## config.mk

```make
export PLATFORM = sky130hd
export DESIGN_NAME = lsu_wb_pipelined
export DESIGN_NICKNAME = d
export VERILOG_FILES = /design/src/rtl/lsu_wb_pipelined.sv
export SDC_FILE = /design/constraint.sdc
export NUM_CORES = 1
export LEC_CHECK = 0
export BUFFER_PORTS_ARGS = -buffer_cell sky130_fd_sc_hd__buf_2
export CAP_MARGIN = 20
export CORE_UTILIZATION = 45
export CTS_CLUSTER_SIZE = 20
export DETAILED_ROUTE_END_ITERATION = 12
export PLACE_DENSITY_LB_ADDON = 0.15
export SETUP_SLACK_MARGIN = 0.2
export SLEW_MARGIN = 40
export SYNTH_ARGS = -nofsm -noshare
export SYNTH_HDL_FRONTEND = slang
export SYNTH_HIERARCHICAL = 1
export SYNTH_SLANG_ARGS = --single-unit
```

## constraint.sdc

```tcl
create_clock -name clk -period 2.4 [get_ports clk]
set_input_delay 0.6 -clock clk [delete_from_list [all_inputs] [get_ports clk]]
set_output_delay 0.6 -clock clk [all_outputs]
set_load 0.05 [all_outputs]
```

## src/rtl/lsu_wb_pipelined.sv

```systemverilog
// Load/store unit: decodes execute ops, traps illegal ones, issues on pipelined Wishbone, returns extended load data in order.
// Latency: accept -> strobe 1 cycle; ack -> rsp 1 cycle (3 cycles accept-to-rsp with a zero-wait slave); reject -> fault 1 cycle.
// Backpressure: req_ready drops on a stalled strobe, MAX_OUTST in flight, flush, or pending flush discards.

module lsu_wb_fifo #(
    parameter int W = 8,
    parameter int D = 2
) (
    input  logic                   clk,
    input  logic                   rst,
    input  logic                   push,
    input  logic [W-1:0]           push_dat,
    input  logic                   pop,
    output logic [W-1:0]           pop_dat,
    output logic                   empty,
    output logic                   full,
    output logic [$clog2(D+1)-1:0] count
);
    // Small in-order FIFO for request tracking; single-cycle push/pop, no internal backpressure beyond full.
    // Latency: head valid the cycle after the first push.
    // Backpressure: push ignored when full unless popping in the same cycle.
    localparam int PTR_W = (D > 1) ? $clog2(D) : 1;
    localparam int CNT_W = $clog2(D + 1);

    logic [W-1:0]     mem [D];
    logic [PTR_W-1:0] wr_ptr, rd_ptr;
    logic [CNT_W-1:0] cnt_q;
    logic             do_push, do_pop;

    function automatic logic [PTR_W-1:0] ptr_inc(input logic [PTR_W-1:0] p);
        return (p == PTR_W'(D - 1)) ? '0 : p + 1'b1;
    endfunction

    assign empty   = (cnt_q == '0);
    assign full    = (cnt_q == CNT_W'(D));
    assign count   = cnt_q;
    assign pop_dat = mem[rd_ptr];
    assign do_pop  = pop && !empty;
    assign do_push = push && (!full || do_pop);

    always_ff @(posedge clk) begin
        if (do_push) begin
            mem[wr_ptr] <= push_dat;
        end
    end

    always_ff @(posedge clk) begin
        if (rst) begin
            wr_ptr <= '0;
            rd_ptr <= '0;
            cnt_q  <= '0;
        end else begin
            if (do_push) wr_ptr <= ptr_inc(wr_ptr);
            if (do_pop)  rd_ptr <= ptr_inc(rd_ptr);
            case ({do_push, do_pop})
                2'b10:   cnt_q <= cnt_q + 1'b1;
                2'b01:   cnt_q <= cnt_q - 1'b1;
                default: cnt_q <= cnt_q;
            endcase
        end
    end
endmodule

module lsu_wb_pipelined #(
    parameter int DATA_W    = 32,
    parameter int ADDR_W    = 32,
    parameter int MAX_OUTST = 2
) (
    input  logic                  clk,
    input  logic                  rst,
    input  logic                  req_valid,
    output logic                  req_ready,
    input  logic                  req_store,
    input  logic [2:0]            req_funct3,
    input  logic [ADDR_W-1:0]     req_addr,
    input  logic [DATA_W-1:0]     req_wdata,
    input  logic [4:0]            req_rd,
    input  logic                  flush,
    output logic                  rsp_valid,
    output logic                  rsp_is_load,
    output logic [4:0]            rsp_rd,
    output logic [DATA_W-1:0]     rsp_data,
    output logic                  fault_valid,
    output logic                  fault_cause,
    output logic [ADDR_W-1:0]     fault_addr,
    output logic                  busy,
    output logic                  wb_cyc,
    output logic                  wb_stb,
    output logic                  wb_we,
    output logic [ADDR_W-1:0]     wb_addr,
    output logic [DATA_W-1:0]     wb_dat_o,
    output logic [DATA_W/8-1:0]   wb_sel,
    input  logic                  wb_ack,
    input  logic                  wb_stall,
    input  logic [DATA_W-1:0]     wb_dat_i
);
    localparam int SEL_W = DATA_W / 8;
    localparam int OFF_W = $clog2(SEL_W);
    localparam int TRK_W = 1 + 5 + 3 + OFF_W;
    localparam int CNT_W = $clog2(MAX_OUTST + 1);

    // Request decode
    logic [OFF_W-1:0] off;
    logic             misalign, unsupp, legal, accept;
    logic [SEL_W-1:0] width_mask;

    always_comb begin
        off        = req_addr[OFF_W-1:0];
        misalign   = 1'b0;
        width_mask = '0;
        case (req_funct3[1:0])
            2'b00: begin misalign = 1'b0;        width_mask = SEL_W'(8'h01); end
            2'b01: begin misalign = off[0];      width_mask = SEL_W'(8'h03); end
            2'b10: begin misalign = |off[1:0];   width_mask = SEL_W'(8'h0F); end
            default: begin misalign = |off;      width_mask = '1;            end
        endcase
        unsupp = (req_store && req_funct3[2]) || (req_funct3 == 3'b111) ||
                 ((DATA_W == 32) && ((req_funct3 == 3'b011) || (req_funct3 == 3'b110)));
        legal  = !misalign && !unsupp;
    end

    // Strobe stage and tracking state
    logic             stb_q, we_q;
    logic [ADDR_W-1:0] addr_q;
    logic [DATA_W-1:0] dat_q;
    logic [SEL_W-1:0]  sel_q;
    logic [TRK_W-1:0]  trk_q;
    logic [CNT_W-1:0]  disc_q;

    logic             trk_push, trk_pop, trk_empty, trk_full;
    logic [TRK_W-1:0] trk_head;
    logic [CNT_W-1:0] trk_cnt, trk_cnt_next;
    logic [CNT_W:0]   cnt;

    assign trk_push     = stb_q && !wb_stall;
    assign trk_pop      = wb_ack && !trk_empty;
    assign trk_cnt_next = trk_cnt + CNT_W'(trk_push) - CNT_W'(trk_pop);
    assign cnt          = {1'b0, trk_cnt} + {{CNT_W{1'b0}}, stb_q};

    assign req_ready = !rst && !flush && (disc_q == '0) &&
                       (cnt < (CNT_W+1)'(MAX_OUTST)) && !(stb_q && wb_stall);
    assign accept    = req_valid && req_ready;

    lsu_wb_fifo #(.W(TRK_W), .D(MAX_OUTST)) u_trk (
        .clk      (clk),
        .rst      (rst),
        .push     (trk_push),
        .push_dat (trk_q),
        .pop      (trk_pop),
        .pop_dat  (trk_head),
        .empty    (trk_empty),
        .full     (trk_full),
        .count    (trk_cnt)
    );

    always_ff @(posedge clk) begin
        if (rst) begin
            stb_q  <= 1'b0;
            we_q   <= 1'b0;
            addr_q <= '0;
            dat_q  <= '0;
            sel_q  <= '0;
            trk_q  <= '0;
        end else if (accept && legal) begin
            stb_q  <= 1'b1;
            we_q   <= req_store;
            addr_q <= {req_addr[ADDR_W-1:OFF_W], {OFF_W{1'b0}}};
            dat_q  <= req_wdata << {off, 3'b000};
            sel_q  <= width_mask << off;
            trk_q  <= {!req_store, req_rd, req_funct3, off};
        end else if (flush || trk_push) begin
            stb_q  <= 1'b0;
        end
    end

    // A strobe the slave took during the flush cycle is already pushed, so count it in the discards.
    always_ff @(posedge clk) begin
        if (rst) begin
            disc_q <= '0;
        end else if (flush) begin
            disc_q <= trk_cnt_next;
        end else if (trk_pop && (disc_q != '0)) begin
            disc_q <= disc_q - 1'b1;
        end
    end

    // Response extraction from the head of the tracking FIFO
    logic             h_load;
    logic [4:0]       h_rd;
    logic [2:0]       h_f3;
    logic [OFF_W-1:0] h_off;
    logic [DATA_W-1:0] sh, ld_ext;

    assign {h_load, h_rd, h_f3, h_off} = trk_head;

    always_comb begin
        sh     = wb_dat_i >> {h_off, 3'b000};
        ld_ext = sh;
        case (h_f3)
            3'b000:  ld_ext = DATA_W'($signed(sh[7:0]));
            3'b001:  ld_ext = DATA_W'($signed(sh[15:0]));
            3'b010:  ld_ext = DATA_W'($signed(sh[31:0]));
            3'b100:  ld_ext = DATA_W'(sh[7:0]);
            3'b101:  ld_ext = DATA_W'(sh[15:0]);
            3'b110:  ld_ext = DATA_W'(sh[31:0]);
            default: ld_ext = sh;
        endcase
    end

    always_ff @(posedge clk) begin
        if (rst) begin
            rsp_valid   <= 1'b0;
            rsp_is_load <= 1'b0;
            rsp_rd      <= '0;
            rsp_data    <= '0;
            fault_valid <= 1'b0;
            fault_cause <= 1'b0;
            fault_addr  <= '0;
        end else begin
            rsp_valid   <= 1'b0;
            rsp_is_load <= 1'b0;
            rsp_rd      <= '0;
            rsp_data    <= '0;
            fault_valid <= 1'b0;
            fault_cause <= 1'b0;
            fault_addr  <= '0;
            if (trk_pop && (disc_q == '0) && !flush) begin
                rsp_valid   <= 1'b1;
                rsp_is_load <= h_load;
                rsp_rd      <= h_load ? h_rd : 5'd0;
                rsp_data    <= h_load ? ld_ext : '0;
            end
            if (accept && !legal) begin
                fault_valid <= 1'b1;
                fault_cause <= !misalign;
                fault_addr  <= req_addr;
            end
        end
    end

    assign wb_stb   = stb_q;
    assign wb_we    = we_q;
    assign wb_addr  = addr_q;
    assign wb_dat_o = dat_q;
    assign wb_sel   = sel_q;
    assign wb_cyc   = stb_q || !trk_empty;
    assign busy     = stb_q || !trk_empty;
endmodule

```

==> results.py <==
metrics = {
    "finish": {
        "fillerInstances": 1382,
        "final_design_area_no_fill_mm2": 0.00921,
        "layout-drive-gt1-share_pct": 35.3,
        "num-nets-final": 1094,
        "synth_to_final_area_change_pct": 30.6,
        "antenna_cells": 0,
    },
    "clock_tree": {
        "cts-htree-levels": 4,
        "cts_tree": "yes",
        "cts.reportedPaths.clkPinSlew_ps": 70,
        "sinks_on_the_clock_net": 181,
        "cts_buffers": 17,
        "ctsLongestPathBuffers": 2,
        "clk_latency_ps": 430,
        "ctsRootBufferMaster": "sky130_fd_sc_hd__clkbuf_16",
        "cts.repair_timing.setup_buffer_count": 0,
    },
    "route": {
        "vias": 5951,
        "drt-pass1-iter-count": 4,
        "routed_wire_length_per_instance_um": 14.6,
        "ant_nets": 0,
        "drtIter0Drc": 299,
        "drt_drc_violations_left": 0,
        "wl_um": 17600,
        "vias_per_cell": 4.94,
    },
    "pwr": {
        "power.leakage_uw": 0.00419,
        "power-per-cell-area_mw_per_mm2": 694,
        "maximum_ir_drop_on_the_vdd_rail_mv": 0.450,
    },
    "synth": {
        "ys.warnings.count": 6,
        "netlist_instances": 735,
        "synth.avg_cell_area_um2": 9.59,
        "cell_area_after_synthesis_mm2": 0.00705,
    },
    "timing": {
        "fin_tns_setup_ps": 0,
        "timing_max_transition_violations_final": 0,
        "maxSlewHeadroom_pct": 57.0,
        "setup_repair_after_global_routing_missed_its_margin": "false",
        "finalHoldViolations": 0,
        "max_freq_ghz": 0.468,
        "setup_violations": 0,
        "period_share_pct": 89.0,
        "fin_worst_skew_ps": 8.10,
        "timing_worst_slew_pin_value_ps": 641,
        "postLayoutSetupSlackWorst_ps": 264,
        "period_minus_slack_ps": 2140,
    },
    "worst_setup_path": {
        "timing.critical_path.arrival_ps": 1540,
        "critical_path_peak_fanout": 3,
        "setup.worst_path.class": "flop to output pin",
        "startpoint_type": "flop",
        "end_kind": "output pin",
        "worst_ep_required_time_ps": 1800,
    },
    "floorplanning": {
        "num_rows": 45,
        "fp.coreArea_mm2": 0.0153,
        "effective_utilization_at_floorplan_pct": 46.2,
        "die_height_um": 127,
        "floorplan.die.width_um": 127,
        "fp.dieArea_mm2": 0.0162,
        "total_i_o_pin_count": 257,
    },
    "global_route": {
        "grt_antenna_before_repair": 0,
        "track_usage_pct": 21.8,
        "grt_first_pass_wirelength_um": 27400,
        "number_of_global_route_vias_before_repair": 5422,
        "grt_overflow": 0,
        "grt_start_max_net_pins": 61,
    },
    "hold_path": {
        "min_path_type": "input port to flop",
    },
    "run_status": {
        "status": "completed",
    },
    "place": {
        "pre_cts_setup_slack_ps": 114,
        "port_buffers": 254,
        "weighted_congestion_reported_at_the_end_of_routability_driven_placement": 0.803,
        "dp_hpwl_um": 12600,
        "post_dp_cell_area_mm2": 0.00858,
    },
    "flow_run": {
        "maxCapViolCount": 0,
    },
}
==> worst paths after layout <==
path | from | end | slack [ps] | cells past startpoint
min | req_addr[29] | fault_addr[29] | 390 | 2
min reg2reg | wb_we | wb_we | 450 | 2
max reg2reg | flop | rsp_data[11] | 330 | 6
max | disc_q[0] | req_ready | 260 | 5
==> sequential cells by signal (all words and copies together) (netlist names), 2 cells and up, named ones only <==
register and count:
u_trk/count 2, disc_q 2, wb_dat_o 32, wb_sel 4, rsp_data 32, fault_addr 32, u_trk/mem 22, rsp_rd 5
wb_addr 30, trk_q 11
==> cell type report <==
cell class / count / area, µm² / share of cell area [%]
clock buffers: 20 / 478 / 5.19
clock inverters: 12 / 114 / 1.24
inverters: 7 / 27.5 / 0.299
multi-input cells: 493 / 2980 / 32.4
flip-flops and latches: 181 / 3840 / 41.8
well taps: 211 / 264 / 2.87
repair buffers: 280 / 1500 / 16.3
==> power by group <==
part | switching [µW] | internal (µW)
registers | 16.1 | 3090
logic | 347 | 183
clock network | 1180 | 1560
total | 1550 | 4840
==> timing repair <==
action                                 CTS  global route
endpoints found under the hold margin    0             0
cloned                                   0             0
setup endpoints to repair                2             9
pin swaps                                0             2
hold buffers                             0             0
gates resized for setup                  2             4
==> routing by layer <==
metal  share of wire [%]  wire [µm]  global-route usage (%)
met3                 6.9       1220                    7.54
met1                  42       7410                    25.7
met2                  49       8620                    36.3
met5                   0          0                       0
met4                 2.0        344                    8.82
==> per-stage QoR <==
stage	hold WS, ps	utilization, %	power [µW]	std cells
finish	387	60.3	6390	1204
global route	360	60.3	6630	1204
CTS	365	60.2	6450	1204
detailed placement	442	56.2	3710	1172
global placement	432	56.2	3700	1172
floorplan	425	-	3490	736
==> layout by cell type, fill, tap and decap left out, types with 20 or more instances in the layout <==
cell                       count
sky130_fd_sc_hd__mux2_2       20
sky130_fd_sc_hd__and2_1       45
sky130_fd_sc_hd__edfxtp_1     22
sky130_fd_sc_hd__nand2_1     139
sky130_fd_sc_hd__a21oi_1      76
sky130_fd_sc_hd__a211oi_1     24
sky130_fd_sc_hd__mux2i_1      36
sky130_fd_sc_hd__dfxtp_1     159
sky130_fd_sc_hd__nor2_1       38
sky130_fd_sc_hd__buf_2       253
sky130_fd_sc_hd__buf_4        24
==> critical path, stage by stage (launching register included) <==
cell,delay (ps)
sky130_fd_sc_hd__dfxtp_1,300
sky130_fd_sc_hd__inv_1,120
sky130_fd_sc_hd__ha_4,160
sky130_fd_sc_hd__nor4b_4,200
sky130_fd_sc_hd__and2_1,180
sky130_fd_sc_hd__buf_6,160
Note: power is estimated with default switching activity, not from simulation.
